[src/rtl/vram_bus_arbiter.sv]
// Arbiter for the shared 4096 x 16 video/program RAM. The CPU owns the bus by
// default; the display fetch engine takes it over with the hold/hold_ack burst
// handshake. A burst longer than MAX_HOLD cycles is cut off, flagged in a sticky
// overrun bit, and no new grant is given until the display drops hold.
module vram_bus_arbiter #(
    parameter int MAX_HOLD = 64,
    parameter int AW       = 12,
    parameter int DW       = 16
) (
    input  logic          clk,
    input  logic          rst_n,
    // display fetch engine
    input  logic          hold,
    output logic          hold_ack,
    input  logic [AW-1:0] disp_addr,
    output logic [DW-1:0] disp_data,
    // CPU port
    input  logic          cpu_req,
    input  logic          cpu_we,
    input  logic [AW-1:0] cpu_addr,
    input  logic [DW-1:0] cpu_wdata,
    output logic [DW-1:0] cpu_rdata,
    output logic          cpu_ready,
    // RAM port
    output logic [AW-1:0] mem_addr,
    output logic          mem_we,
    output logic [DW-1:0] mem_wdata,
    input  logic [DW-1:0] mem_rdata,
    // status
    output logic          hold_overrun
);

    localparam int            CW      = $clog2(MAX_HOLD + 1);
    localparam logic [CW-1:0] MAX_CNT = CW'(MAX_HOLD);

    typedef enum logic [1:0] {
        IDLE    = 2'd0,
        CPU_ACC = 2'd1,
        GRANT   = 2'd2
    } state_t;

    state_t        state_reg;
    logic [CW-1:0] cnt_reg;
    logic [CW-1:0] cnt_next;
    logic          block_reg;
    logic          hold_ack_reg;
    logic          cpu_ready_reg;
    logic [DW-1:0] cpu_rdata_reg;
    logic          overrun_reg;

    // Saturating increment of the grant-length counter
    always_comb begin
        cnt_next = (cnt_reg == MAX_CNT) ? cnt_reg : cnt_reg + 1'b1;
    end

    // Control FSM; hold_ack is registered as "next state is GRANT"
    always_ff @(posedge clk or negedge rst_n) begin
        if (!rst_n) begin
            state_reg     <= IDLE;
            cnt_reg       <= '0;
            block_reg     <= 1'b0;
            hold_ack_reg  <= 1'b0;
            cpu_ready_reg <= 1'b0;
            cpu_rdata_reg <= '0;
            overrun_reg   <= 1'b0;
        end else begin
            cpu_ready_reg <= 1'b0;
            hold_ack_reg  <= 1'b0;
            // The block is lifted on the first cycle the display lets go of hold
            if (!hold) begin
                block_reg <= 1'b0;
            end
            case (state_reg)
                IDLE: begin
                    if (hold && !block_reg) begin
                        state_reg    <= GRANT;
                        hold_ack_reg <= 1'b1;
                        cnt_reg      <= '0;
                    end else if (cpu_req) begin
                        state_reg <= CPU_ACC;
                    end
                end
                CPU_ACC: begin
                    // cpu_addr was already on the RAM in the preceding IDLE
                    // cycle, so mem_rdata now holds the addressed word. A
                    // pending hold is served only after returning to IDLE.
                    state_reg     <= IDLE;
                    cpu_ready_reg <= 1'b1;
                    cpu_rdata_reg <= mem_rdata;
                end
                GRANT: begin
                    if (!hold) begin
                        state_reg <= IDLE;
                    end else if (cnt_next >= MAX_CNT) begin
                        state_reg   <= IDLE;
                        cnt_reg     <= cnt_next;
                        overrun_reg <= 1'b1;
                        block_reg   <= 1'b1;
                    end else begin
                        cnt_reg      <= cnt_next;
                        hold_ack_reg <= 1'b1;
                    end
                end
                default: begin
                    state_reg <= IDLE;
                end
            endcase
        end
    end

    // RAM port steering: CPU address by default, display address while granted
    always_comb begin
        mem_addr  = cpu_addr;
        mem_we    = 1'b0;
        mem_wdata = cpu_wdata;
        case (state_reg)
            CPU_ACC: mem_we   = cpu_we;
            GRANT:   mem_addr = disp_addr;
            default: ;
        endcase
    end

    assign disp_data    = mem_rdata;
    assign hold_ack     = hold_ack_reg;
    assign cpu_ready    = cpu_ready_reg;
    assign cpu_rdata    = cpu_rdata_reg;
    assign hold_overrun = overrun_reg;

endmodule

[config.mk]
export PLATFORM = sky130hd
export DESIGN_NAME = vram_bus_arbiter
export DESIGN_NICKNAME = d
export VERILOG_FILES = /design/src/rtl/vram_bus_arbiter.sv
export SDC_FILE = /design/constraint.sdc
export NUM_CORES = 1
export LEC_CHECK = 0
export ABC_AREA = 1
export BUFFER_PORTS_ARGS = -buffer_cell sky130_fd_sc_hd__buf_2
export CAP_MARGIN = 0
export CORE_ASPECT_RATIO = 1.25
export CORE_MARGIN = 2
export CORE_UTILIZATION = 25
export DETAILED_ROUTE_END_ITERATION = 16
export PLACE_DENSITY = 0.51
export SLEW_MARGIN = 15
export SYNTH_ARGS = -nofsm -noshare
export SYNTH_HDL_FRONTEND = slang
export SYNTH_SLANG_ARGS = --single-unit
[constraint.sdc]
create_clock -name clk -period 2.81 [get_ports clk]
set_clock_uncertainty 0.1 [all_clocks]
set_input_delay 0.1405 -clock clk [delete_from_list [all_inputs] [get_ports clk]]
set_output_delay 0.1405 -clock clk [all_outputs]
set_load 0.02 [all_outputs]
# ---- Word level (Yosys, flattened, before mapping)
# Cells that the tools add are included.
dict set report op_classes {
  n_addsub 1
  magnitude_cmp 1
  n_eq_ne 7
  n_mux 20
  n_reduce_logical 7
}
# op count
set ops {}
lappend ops {{$mux W7} 3}
lappend ops {{$pmux W7 S2} 1}
lappend ops {{$mux W12} 1}
lappend ops {{$mux W1} 9}
lappend ops {{$mux W2} 4}
lappend ops {{$add A7 B1 Y7 const B} 1}
lappend ops {{$eq A7 B7 Y1 const B} 1}
lappend ops {{$ge A7 B7 Y1 const B} 1}
lappend ops {{$ne A3 B3 Y1 const B} 2}
lappend ops {{$reduce_and A3 Y1} 2}
lappend ops {{$ne A2 B2 Y1 const B} 2}
lappend ops {{$pmux W2 S2} 1}
lappend ops {{$eq A2 B1 Y1 const B} 1}
lappend ops {{$eq A2 B2 Y1 const B} 1}
lappend ops {{$logic_not A2 Y1} 1}
lappend ops {{$pmux W1 S2} 1}
lappend ops {{$reduce_and A2 Y1} 1}
lappend ops {{$reduce_bool A2 Y1} 1}
lappend ops {{$logic_and A1 B1 Y1} 1}
lappend ops {{$logic_not A1 Y1} 1}
dict set report word_totals {
  register_bits 29
  input_bits 61
  output_inout_bits 64
}

# ---- Logic depth before layout (Yosys ltp)
dict set report logic_depth {
  depth_word 6
  mapped_depth 9
  mapped_depth_nobuf 9
}

# ---- Least setup slack after synthesis
# Ideal clock, no wire load.
dict set report synth_path {
  path_type {register to output}
  from {reg state_reg[1]}
  to {out mem_we}
  arrival_ns 1.132
  t_required_ns 2.569
  path_slack_ns 1.438
  stages_incl_launch_ff 5
  n_path_buf 1
  cell_sequence {dfrtp_1 -> nor2_4 -> inv_2 -> buf_6 -> nor2_1}
}
dict set report synth_between {
  elab_chain_len 2
}
# item line
set synth_rtl {}
lappend synth_rtl {{start: declaration} 42} ;# state_t state_reg;
lappend synth_rtl {{start signal: assignment} 59} ;# state_reg <= IDLE;
lappend synth_rtl {{start signal: assignment} 76} ;# state_reg <= GRANT;
lappend synth_rtl {{start signal: assignment} 80} ;# state_reg <= CPU_ACC;
lappend synth_rtl {{$eq A2 B1 Y1} 116} ;# case (state_reg)
lappend synth_rtl {{$mux W1} 116}
lappend synth_rtl {{end: declaration} 26} ;# output logic mem_we,
# No other way between the ends.

# ---- Worst setup path in the final report
# Ends and elaborated chain as after synthesis.

==> run summary <==
status - complete, no violations
#FFs+latches synth - 29
area grow syn2layout - 34.4%
Hold Path Class - in -> reg
Yosys warning count - 0
Tmin final - 1870 ps
Comb pwr share - 41.9%
setup repair bufs after CTS - 0
power share of the clock group - 23.8%
Tightest Pin Transition - 646 ps
critical path peak fanout - 18
CTS tree - yes
Max Cap Violations - 0
switching power - 750 uW
GPL Wtd Cong - 0.764
Via Count - 1543
Setup violations, final - 0
Mapped Nets - 279
WHS - 10.2 ps
Rel. slew slack - 57.0%
Initial Util - 26.0%
Worst R2R Setup Slack - 1380 ps
period utilization - 66.6%
Post-synth EDFFs - 0
I/O pin cnt - 125
sw frac - 40.4%
GRT Overall Usage - 11.0%
clock sink count - 29
Syn Area/Cell - 7.89 um2
most common cell after layout, fill and taps aside - nand2_1
grt ovf - 0
Cell Pwr Density - 809 nW/um2
final layout net count - 359
fill cell count - 696
distinct cell type count after synthesis - 25
die height - 96.3 um
Rows - 33
Inserted Clock Buffers - 5
H-tree depth - 2
final hold vios - 0
hold path endpoint - state_reg[0]
Die W - 77.8 um
Crit Path Category - reg -> out
DRT Pass-1 Iters - 4
# diodes - 0
FMAX - 534 MHz
largest net degree at the start of global routing - 30
clock root cell - clkbuf_8
Worst R2R Start - state_reg[1]
vias per cell - 4.02
clk slew on worst S/H paths - 60 ps
Worst VDD drop - 0.470 mV
Mapped Area - 1700 um2
RR Endpoint - cpu_rdata[5]
first-pass GRT wire length - 6510 um
Synth Flop Type - dfrtp_1
vias in the first global route - 1439
initial antenna violation count - 0
CP arrival - 1630 ps
clock latency reported for the late side of the worst-skew pair - 270 ps
DIE AREA - 7500 um2
unrepaired setup endpoints after global routing - no
final instance area - 2290 um2
Antenna Violating Nets Remaining - 0
Final HPWL DP - 3040 um
Hold Crit Depth - 3
Worst Setup End Kind - output pin
Worst Reg-to-Reg Cells - 4
Initial DRC Count - 60
Clock Path Buffers - 2
post-synthesis cell count - 216
Synth async-reset ratio - 100%
Port Buf Inserts - 92
hold_sp - cpu_req
Pwr Total - 1850 uW
Core ar. - 6570 um2
CP Data Required Time - 2570 ps
leakage power - 0.00129 uW
total negative setup slack - 0 ps
Final Max Tran Viols - 0
drt drc - 0
Startpoint Class - flip-flop
Cell Area, Placed - 2000 um2
Routed WL per cell - 10.6 um
most frequent cells in the layout - 99 x nand2_1, 92 x buf_2, 29 x dfrtp_1
sequential share of the synthesized area - 42.6%
sequential power share - 34.3%
layout cells sized above 1 - 39.1%
internal power component - 1100 uW
Routed WL - 4080 um
number of flip-flops in the largest register - 16
[cell usage after synthesis (2+ instances only)]
cell     count  share of area [%]
nand3_2      4                2.3
buf_2        2               0.59
inv_1       13                2.9
buf_4       33                 15
dfrtp_1     29                 43
nand3_1      5                1.5
o21ai_1      4                1.2
xor2_1       2                1.0
nand2_4      2                1.3
ha_1         2                1.5
nand2_1     99                 22
nor2_1       5                1.1
o21ai_2      2                1.0
inv_2        3               0.66
[worst max path at each step]
stage                       startpoint  endpoint  cells past startpoint
final                     state_reg[1]    mem_we                      4
after global routing      state_reg[1]    mem_we                      4
after CTS                 state_reg[1]    mem_we                      4
after detailed placement  state_reg[1]    mem_we                      4
after global placement    state_reg[1]    mem_we                      4
after floorplan           state_reg[1]    mem_we                      4
[logic make-up (layout without fill, tap and decap cells)]
kind of cell    Yosys count  count (layout)  synth area share (%)
buf+inv                  53             134                  19.6
fa+ha+maj                 2               2                  1.47
flops                    29              29                  42.6
xor+xnor                  3               3                  1.54
compound gates            9               9                  3.45
simple gates            120             120                  31.4
[power by group through the flow]
stage                     registers [uW]  logic (uW)  clock network, uW
final                                635         777                442
after global routing                 654         851                471
after CTS                            637         788                454
after detailed placement             644         769                  0
after global placement               641         765                  0
after floorplan                      787         398                  0
[repair_timing]
| action | CTS | global route |
|---|---|---|
| resized for setup | 0 | 0 |
| endpoints found under the hold margin | 45 | 0 |
| hold buffers | 17 | 0 |
[through the flow]
stage / setup WS (ps) / instances / utilization [%]
2_1_floorplan: 1440 / 216 / -
3_3_place_gp: 1230 / 359 / 30.5
3_5_place_dp: 1210 / 359 / 30.5
4_1_cts: 899 / 384 / 34.9
5_1_grt: 808 / 384 / 34.9
6_report: 938 / 384 / 34.9
[routing by layer]
layer	vias to the layer above	share of wire, %	GRT usage (%)
met5	-	0	0
met4	0	1.9	5.36
met3	7	7.4	2.35
met2	61	53	21.3
met1	695	38	11.3
li1	780	-	-
[final cells by class]
type	instances	area, um2	area share (%)
inverter	17	65.1	2.84
tap	87	109	4.75
multi-input combinational	134	644	28.1
sequential	29	726	31.7
clock inverter	1	30.0	1.31
timing repair buffer	109	631	27.5
clock buffer	7	86.3	3.77
[critical path, cell delays in order, from the launching register on]
cell and delay (ps):
dfrtp_1 440, nor2_4 380, inv_2 240, nor2_1 130, buf_2 170
Note: power is estimated with default switching activity, not from simulation.
